### config.mk
export PLATFORM = sky130hd
export DESIGN_NAME = chan_mux_arb
export DESIGN_NICKNAME = d
export VERILOG_FILES = /design/src/rtl/chan_mux_arb.sv
export SDC_FILE = /design/constraint.sdc
export NUM_CORES = 1
export LEC_CHECK = 0
export CORE_AREA = 4 4 148 150
export CTS_CLUSTER_DIAMETER = 100
export DETAILED_ROUTE_END_ITERATION = 12
export DIE_AREA = 0 0 152 154
export PLACE_DENSITY_LB_ADDON = 0.08
export SETUP_SLACK_MARGIN = 0.05
export SYNTH_ARGS = -nofsm -noshare
export SYNTH_HDL_FRONTEND = slang
export SYNTH_SLANG_ARGS = --single-unit
### constraint.sdc
create_clock -name clk -period 8.5 [get_ports clk]
set_clock_uncertainty 0.2 [all_clocks]
set_input_delay 0.85 -clock clk [delete_from_list [all_inputs] [get_ports clk]]
set_output_delay 0.85 -clock clk [all_outputs]
set_load 0.005 [all_outputs]
### src/rtl/chan_mux_arb.sv
// N-channel to 1 word mux, addressed or round-robin select; optional CHAN_MUX_STATS_EN adds xfer_count.
// Latency: 1 cycle from input transfer to out_valid, full throughput via drain-and-reload.
// Backpressure: while out_valid & !out_ready the output holds and every in_ready bit is low.
module chan_mux_arb #(
    parameter int WIDTH    = 20,
    parameter int CHANNELS = 16,
    parameter int SEL_W    = 4
) (
    input  logic                      clk,
    input  logic                      rst,
    input  logic [CHANNELS*WIDTH-1:0] in_data,
    input  logic [CHANNELS-1:0]       in_valid,
    output logic [CHANNELS-1:0]       in_ready,
    input  logic                      mode,
    input  logic [SEL_W-1:0]          addr,
    output logic [WIDTH-1:0]          out_data,
    output logic                      out_valid,
    input  logic                      out_ready,
    output logic [SEL_W-1:0]          out_chan
`ifdef CHAN_MUX_STATS_EN
    ,
    output logic [15:0]               xfer_count
`endif
);

    logic [WIDTH-1:0] r_out_data;
    logic             r_out_valid;
    logic [SEL_W-1:0] r_out_chan;
    logic [SEL_W-1:0] r_ptr;

    logic             w_load;
    logic             w_addr_hit;
    logic             w_rr_vld;
    logic [SEL_W-1:0] w_rr_gnt;
    logic [SEL_W:0]   w_rr_idx;
    logic             w_gnt_vld;
    logic [SEL_W-1:0] w_grant;
    logic             w_xfer;
    logic [WIDTH-1:0] w_sel_data;

    assign w_load = !r_out_valid || out_ready;

    // Addresses at or beyond CHANNELS match no loop index, so they never grant.
    always_comb begin
        w_addr_hit = 1'b0;
        for (int k = 0; k < CHANNELS; k++) begin
            if (addr == SEL_W'(k)) begin
                w_addr_hit = in_valid[k];
            end
        end
    end

    // Search ptr, ptr+1, ... with wrap at CHANNELS; one extra index bit avoids overflow.
    always_comb begin
        w_rr_vld = 1'b0;
        w_rr_gnt = '0;
        w_rr_idx = '0;
        for (int i = 0; i < CHANNELS; i++) begin
            w_rr_idx = {1'b0, r_ptr} + (SEL_W+1)'(i);
            if (w_rr_idx >= (SEL_W+1)'(CHANNELS)) begin
                w_rr_idx = w_rr_idx - (SEL_W+1)'(CHANNELS);
            end
            if (!w_rr_vld && in_valid[w_rr_idx[SEL_W-1:0]]) begin
                w_rr_vld = 1'b1;
                w_rr_gnt = w_rr_idx[SEL_W-1:0];
            end
        end
    end

    assign w_gnt_vld  = mode ? w_rr_vld : w_addr_hit;
    assign w_grant    = mode ? w_rr_gnt : addr;
    assign w_xfer     = w_load && w_gnt_vld && !rst;
    assign w_sel_data = in_data[int'(w_grant)*WIDTH +: WIDTH];

    always_comb begin
        in_ready = '0;
        if (w_xfer) begin
            in_ready[w_grant] = 1'b1;
        end
    end

    always_ff @(posedge clk) begin
        if (rst) begin
            r_out_data  <= '0;
            r_out_valid <= 1'b0;
            r_out_chan  <= '0;
            r_ptr       <= '0;
        end else if (w_load) begin
            if (w_gnt_vld) begin
                r_out_data  <= w_sel_data;
                r_out_chan  <= w_grant;
                r_out_valid <= 1'b1;
                if (mode) begin
                    r_ptr <= (w_grant == SEL_W'(CHANNELS-1)) ? '0 : w_grant + 1'b1;
                end
            end else begin
                r_out_valid <= 1'b0;
            end
        end
    end

    assign out_data  = r_out_data;
    assign out_valid = r_out_valid;
    assign out_chan  = r_out_chan;

`ifdef CHAN_MUX_STATS_EN
    logic [15:0] r_xfer_count;

    always_ff @(posedge clk) begin
        if (rst) begin
            r_xfer_count <= '0;
        end else if (w_xfer && (r_xfer_count != 16'hFFFF)) begin
            r_xfer_count <= r_xfer_count + 16'd1;
        end
    end

    assign xfer_count = r_xfer_count;
`endif

endmodule

== Yosys cells after proc, flatten, opt, wreduce, memory -nomap -nowiden ==
Cells that the tools add are included.

* Bits in registers: 29
* Output and inout port bits: 41
* Logic and storage cells: 230

* Add/subtract/negate cells: 32
* $mul: 1
* Magnitude comparators: 34
* Equal/unequal tests: 16
* Shift operators: 1
* Multiplexer cells: 103
* Reductions and logical operators: 39

{| class="wikitable"
|+ Operator list
! cell !! number
|-
| $shiftx A320 B10 Y20 || 1
|-
| $mux W4 || 34
|-
| $lt A4 B5 Y1 const B || 17
|-
| $ge A5 B5 Y1 const B || 15
|-
| $bmux W1 S4 || 16
|-
| $sub A4 B1 Y4 const B || 16
|-
| $mux W1 || 51
|-
| $add A4 B4 Y5 const B || 8
|-
| $eq A4 B4 Y1 const B || 9
|-
| $add A4 B3 Y5 const B || 4
|-
| $logic_and A1 B1 Y1 || 18
|-
| $logic_not A1 Y1 || 17
|-
| $eq A4 B3 Y1 const B || 4
|-
| $mux W16 || 1
|-
| $add A4 B2 Y5 const B || 2
|-
| $eq A4 B2 Y1 const B || 2
|-
| $mul A4 B3 Y7 const B || 1
|-
| $add A4 B1 Y5 const B || 1
|-
| $ge A4 B5 Y1 const B || 1
|-
| $add A4 B1 Y4 const B || 1
|-
| $demux W1 S4 || 1
|-
| $eq A4 B1 Y1 const B || 1
|-
| $ge A4 B1 Y1 const B || 1
|-
| $logic_not A4 Y1 || 1
|-
| other kinds (3) || 3
|}

== Logic depth before layout (Yosys ltp) ==
* Word-level depth: 56
* Mapped depth: 25

== Worst setup path after synthesis ==
No wires, ideal clock.

* Path type: register to output
* Start point: register r_ptr[1]
* End point: output port in_ready[5]
* Arrival time: 5524 ps
* Required time: 7450 ps
* Setup slack: 1926 ps
* Stages on the path, launching flop included: 25
* Buffers on the path: 9
* Path through: dfxtp_1 -> buf_2 -> buf_2 -> buf_2 -> inv_1 -> ha_1 -> buf_2 -> clkbuf_1 -> mux4_2 -> mux2i_4 -> nor2_1 -> or4_4 -> or4_1 -> buf_2 -> nor3_1 -> o2111ai_1 -> nand3_1 -> a21oi_1 -> buf_2 -> buf_2 -> buf_2 -> inv_1 -> ha_1 -> nand2_1 -> nor3_1

* Word-level cells in the longest chain between the ends: 56
* Elaborated cells on any way between the ends: 167

{| class="wikitable"
|+ RTL lines
! what !! RTL line !! RTL
|-
| start, declared || 29 || <nowiki>logic [SEL_W-1:0] r_ptr;</nowiki>
|-
| start signal, assigned || 94 || <nowiki>r_ptr <= (w_grant == SEL_W'(CHANNELS-1)) ? '0 : w_grant + 1'b1;</nowiki>
|-
| parallel branches: the longest is 55 deep, another holds $add A4 B1 Y5 || - ||
|-
| $mux W16 (*) || 77 || <nowiki>if (w_xfer) begin</nowiki>
|-
| end, declared || 13 || <nowiki>output logic [CHANNELS-1:0] in_ready,</nowiki>
|}

Every way passes the cells marked *. The select of a mux whose other input is x is not followed.

== Worst setup path after layout ==
* Start point: register r_ptr[1]
* End point: output port in_ready[1]

The elaborated chain is that of the path after synthesis.

==> flow_metrics.py <==
metrics = {
    "clock_tree": {
        "post_cts_buffers": 0,
        "numCtsBuffers": 5,
        "cts_max_level": 2,
        "clockBufferDepth": 2,
        "cts_resized": 0,
        "root_buffer": "clkbuf_16",
        "cts_tree": "built",
        "clk_pin_slew_worst_paths_ps": 50,
        "worstSkewPairLatency_ps": 280,
        "cts_hold_buf": 0,
        "cts.sinks": 29,
    },
    "global_route": {
        "overflow": 0,
        "antenna_found_initial": 3,
        "grt_pass1_wl_um": 51300,
        "grt_max_degree": 149,
        "grt_usage_pct": 28.2,
        "grt_pass1_vias": 7989,
    },
    "routing": {
        "viasPerCell": 5.74,
        "wl_per_cell_um": 25.2,
        "drt_iter0_markers": 761,
        "drc_errors": 0,
        "ant_nets": 0,
        "drtPass1Iterations": 5,
        "wirelength_um": 35400,
        "dr_total_vias": 8081,
    },
    "worst_setup_path": {
        "crit_path_cell_trace": "inv_1, ha_1, mux4_2, o211ai_1, nand4_1, or3_1, or4_1, nor3_1, a2111oi_0, a221oi_1, buf_4, nor2b_1, and3_1, clkdlybuf4s50_1",
        "crit_arrival_ps": 6520,
        "cp_max_fo": 17,
        "cp-end-kind": "output port",
        "max_stage_delay_ps": 880,
        "worst_setup_path_start_kind": "flip-flop",
        "criticalPathCategory": "flip-flop to output port",
        "critPathSlowestCell": "ha_1",
        "worstPathRequired_ps": 7450,
    },
    "synth": {
        "synth_top_area_share_pct": 30.3,
        "synth_area_per_cell_um2": 8.68,
        "yosysWarnings": 0,
        "yosys_most_used_dff": "dfxtp_1",
        "seq_area_frac_synth_pct": 8.48,
        "syn_area_um2": 6850,
        "synth_cells": 789,
        "synth-seq-cells": 29,
        "synthTopCellsByArea": "mux2i_1 (30%), mux4_2 (11%), dfxtp_1 (8.5%)",
        "yosys.area.top_type": "mux2i_1",
        "async_reset_ff_share_pct": 0,
        "synth_edf_count": 0,
        "ys_types": 76,
        "synthesis.nets": 1145,
    },
    "timing": {
        "hold_viol": 0,
        "holdWs_ps": 299,
        "fin_crit_sh_pct": 89.0,
        "fin_crit_ps": 7570,
        "slew_viol_final": 0,
        "rsz0062_at_grt": "false",
        "relSlewSlack_pct": 18.6,
        "fmax_mhz": 132,
        "tightest_slew_ps": 1220,
        "setup_tns_ps": 0,
        "setup_viol": 0,
    },
    "job": {
        "maxCapViolations": 0,
    },
    "layout": {
        "multi_input_area_um2": 5920,
        "area_growth_pct": 61.9,
        "fillers": 1981,
        "final_area_um2": 11100,
        "regArea_um2": 581,
        "drive_gt1_share_pct": 10.3,
        "final_util_pct": 53.6,
        "final_nets": 1488,
    },
    "worst_hold_path": {
        "min_path_type": "flip-flop to flip-flop",
    },
    "run_status": {
        "outcome": "finished clean",
    },
    "place": {
        "dp_hpwl_um": 29400,
        "gp_congestion": 1.01,
        "port_buffers": 384,
        "place_area_um2": 10900,
    },
    "floorplan": {
        "row_count": 53,
        "ios": 385,
        "die_area_um2": 23400,
        "die-height_um": 154,
        "initial_core_util_pct": 33.1,
        "core_um2": 20700,
        "die_w_um": 152,
    },
    "pwr": {
        "cellPowerDensity_nw_per_um2": 177,
        "total_power_w": 0.00196,
        "p_leak_nw": 4.53,
        "worst_ir_drop_vdd_mv": 0.161,
    },
}
[registers in the layout, indices dropped and copies added (netlist names)]
| name | flops |
|---|---|
| out_chan | 4 |
| out_data | 20 |
| out_valid | 1 |
| r_ptr | 4 |
[area by class of cell]
type | count | area share (%)
multi-input combinational | 679 | 53.4
timing repair buffer | 403 | 36.1
sequential | 29 | 5.24
tap | 275 | 3.10
clock buffer | 5 | 1.13
clock inverter | 3 | 0.587
inverter | 14 | 0.485
antenna | 1 | 0.0226
[layout by cell type, fill, tap and decap left out, types with 5 or more instances in the layout]
cell type	n
a211oi_1	28
a21oi_1	44
a22oi_1	5
a31oi_1	8
and3_1	9
buf_4	18
clkbuf_16	5
clkdlybuf4s50_1	384
dfxtp_1	29
ha_1	12
inv_1	12
mux2_1	9
mux2_2	44
mux2i_1	207
mux4_2	32
nand2_1	30
nand3_1	13
nand4_1	5
nor2_1	63
nor2b_1	5
nor3_1	13
o211ai_1	10
o21ai_0	14
o221ai_1	20
o22a_1	21
o22ai_1	5
xnor2_1	8
[Yosys cell counts, drive strengths merged (3+ instances only)]
| library cell | instances |
|---|---|
| mux4 | 32 |
| o211ai | 10 |
| o22a | 21 |
| xor2 | 4 |
| inv | 13 |
| mux2 | 53 |
| nand4 | 5 |
| o221ai | 20 |
| nand2b | 3 |
| nor2b | 6 |
| xnor2 | 9 |
| mux2i | 208 |
| a221o | 3 |
| nor2 | 63 |
| clkbuf | 25 |
| o21ai | 14 |
| o31ai | 4 |
| or4 | 3 |
| and3 | 9 |
| nand3 | 13 |
| buf | 42 |
| a22oi | 5 |
| a21oi | 46 |
| nand2 | 30 |
| o21bai | 4 |
| a31oi | 8 |
| a211oi | 28 |
| or2 | 4 |
| and2 | 3 |
| dfxtp | 29 |
| a21boi | 4 |
| ha | 12 |
| o22ai | 5 |
| or3 | 4 |
| nor3 | 13 |
[layer usage]
| layer | vias up | wire [µm] | global-route usage (%) |
|---|---|---|---|
| met5 | - | 22 | 0 |
| met4 | 4 | 725 | 5.69 |
| met3 | 46 | 3140 | 8.75 |
| met2 | 408 | 17100 | 47.8 |
| met1 | 3825 | 14500 | 35.5 |
| li1 | 3798 | - | - |
[path summary, 6_finish.rpt]
path	startpoint	endpoint	slack [ps]	depth (start not counted)
worst max-delay path	r_ptr[1]$_SDFFE_PP0P_	in_ready[1]	930	14
worst min-delay path	out_chan[3]$_SDFFE_PP0P_	out_chan[3]$_SDFFE_PP0P_	300	2
worst max register to register	r_ptr[1]$_SDFFE_PP0P_	out_data[8]$_SDFFE_PP0P_	1460	17
worst min register to register	out_chan[3]$_SDFFE_PP0P_	out_chan[3]$_SDFFE_PP0P_	300	2
[where the power goes]
part	internal [W]	leakage (nW)	total, W	switching (W)
clock network	0.000167	0.0938	0.000238	0.0000706
registers	0.000164	0.241	0.000182	0.0000177
logic	0.000717	4.20	0.00154	0.000821
total	0.00105	4.53	0.00196	0.000909
[critical path: cells and delay by family, from the launching register on]
| kind | cells | cell delay, ps |
|---|---|---|
| fa+ha+maj | 1 | 880 |
| compound gates | 3 | 990 |
| flops | 1 | 320 |
| buf+inv | 3 | 1010 |
| mux | 1 | 670 |
| simple gates | 6 | 2370 |
[through the flow]
stage / setup WS, ps / std cells
2_1_floorplan: 1930 / 789
3_3_place_gp: 1360 / 1400
3_5_place_dp: 1300 / 1400
4_1_cts: 1120 / 1408
5_1_grt: 646 / 1409
6_report: 932 / 1409
[kinds of logic after synthesis]
group | after synthesis | synth area share, %
AND/OR/NAND/NOR | 161 | 11.1
flip-flops | 29 | 8.48
adder cells (fa/ha/maj) | 12 | 2.19
multiplexers | 293 | 49.8
buffers and inverters | 81 | 5.41
XOR/XNOR | 13 | 1.77
AO/OA/AOI/OAI | 200 | 21.2
Note: power is estimated with default switching activity, not from simulation.
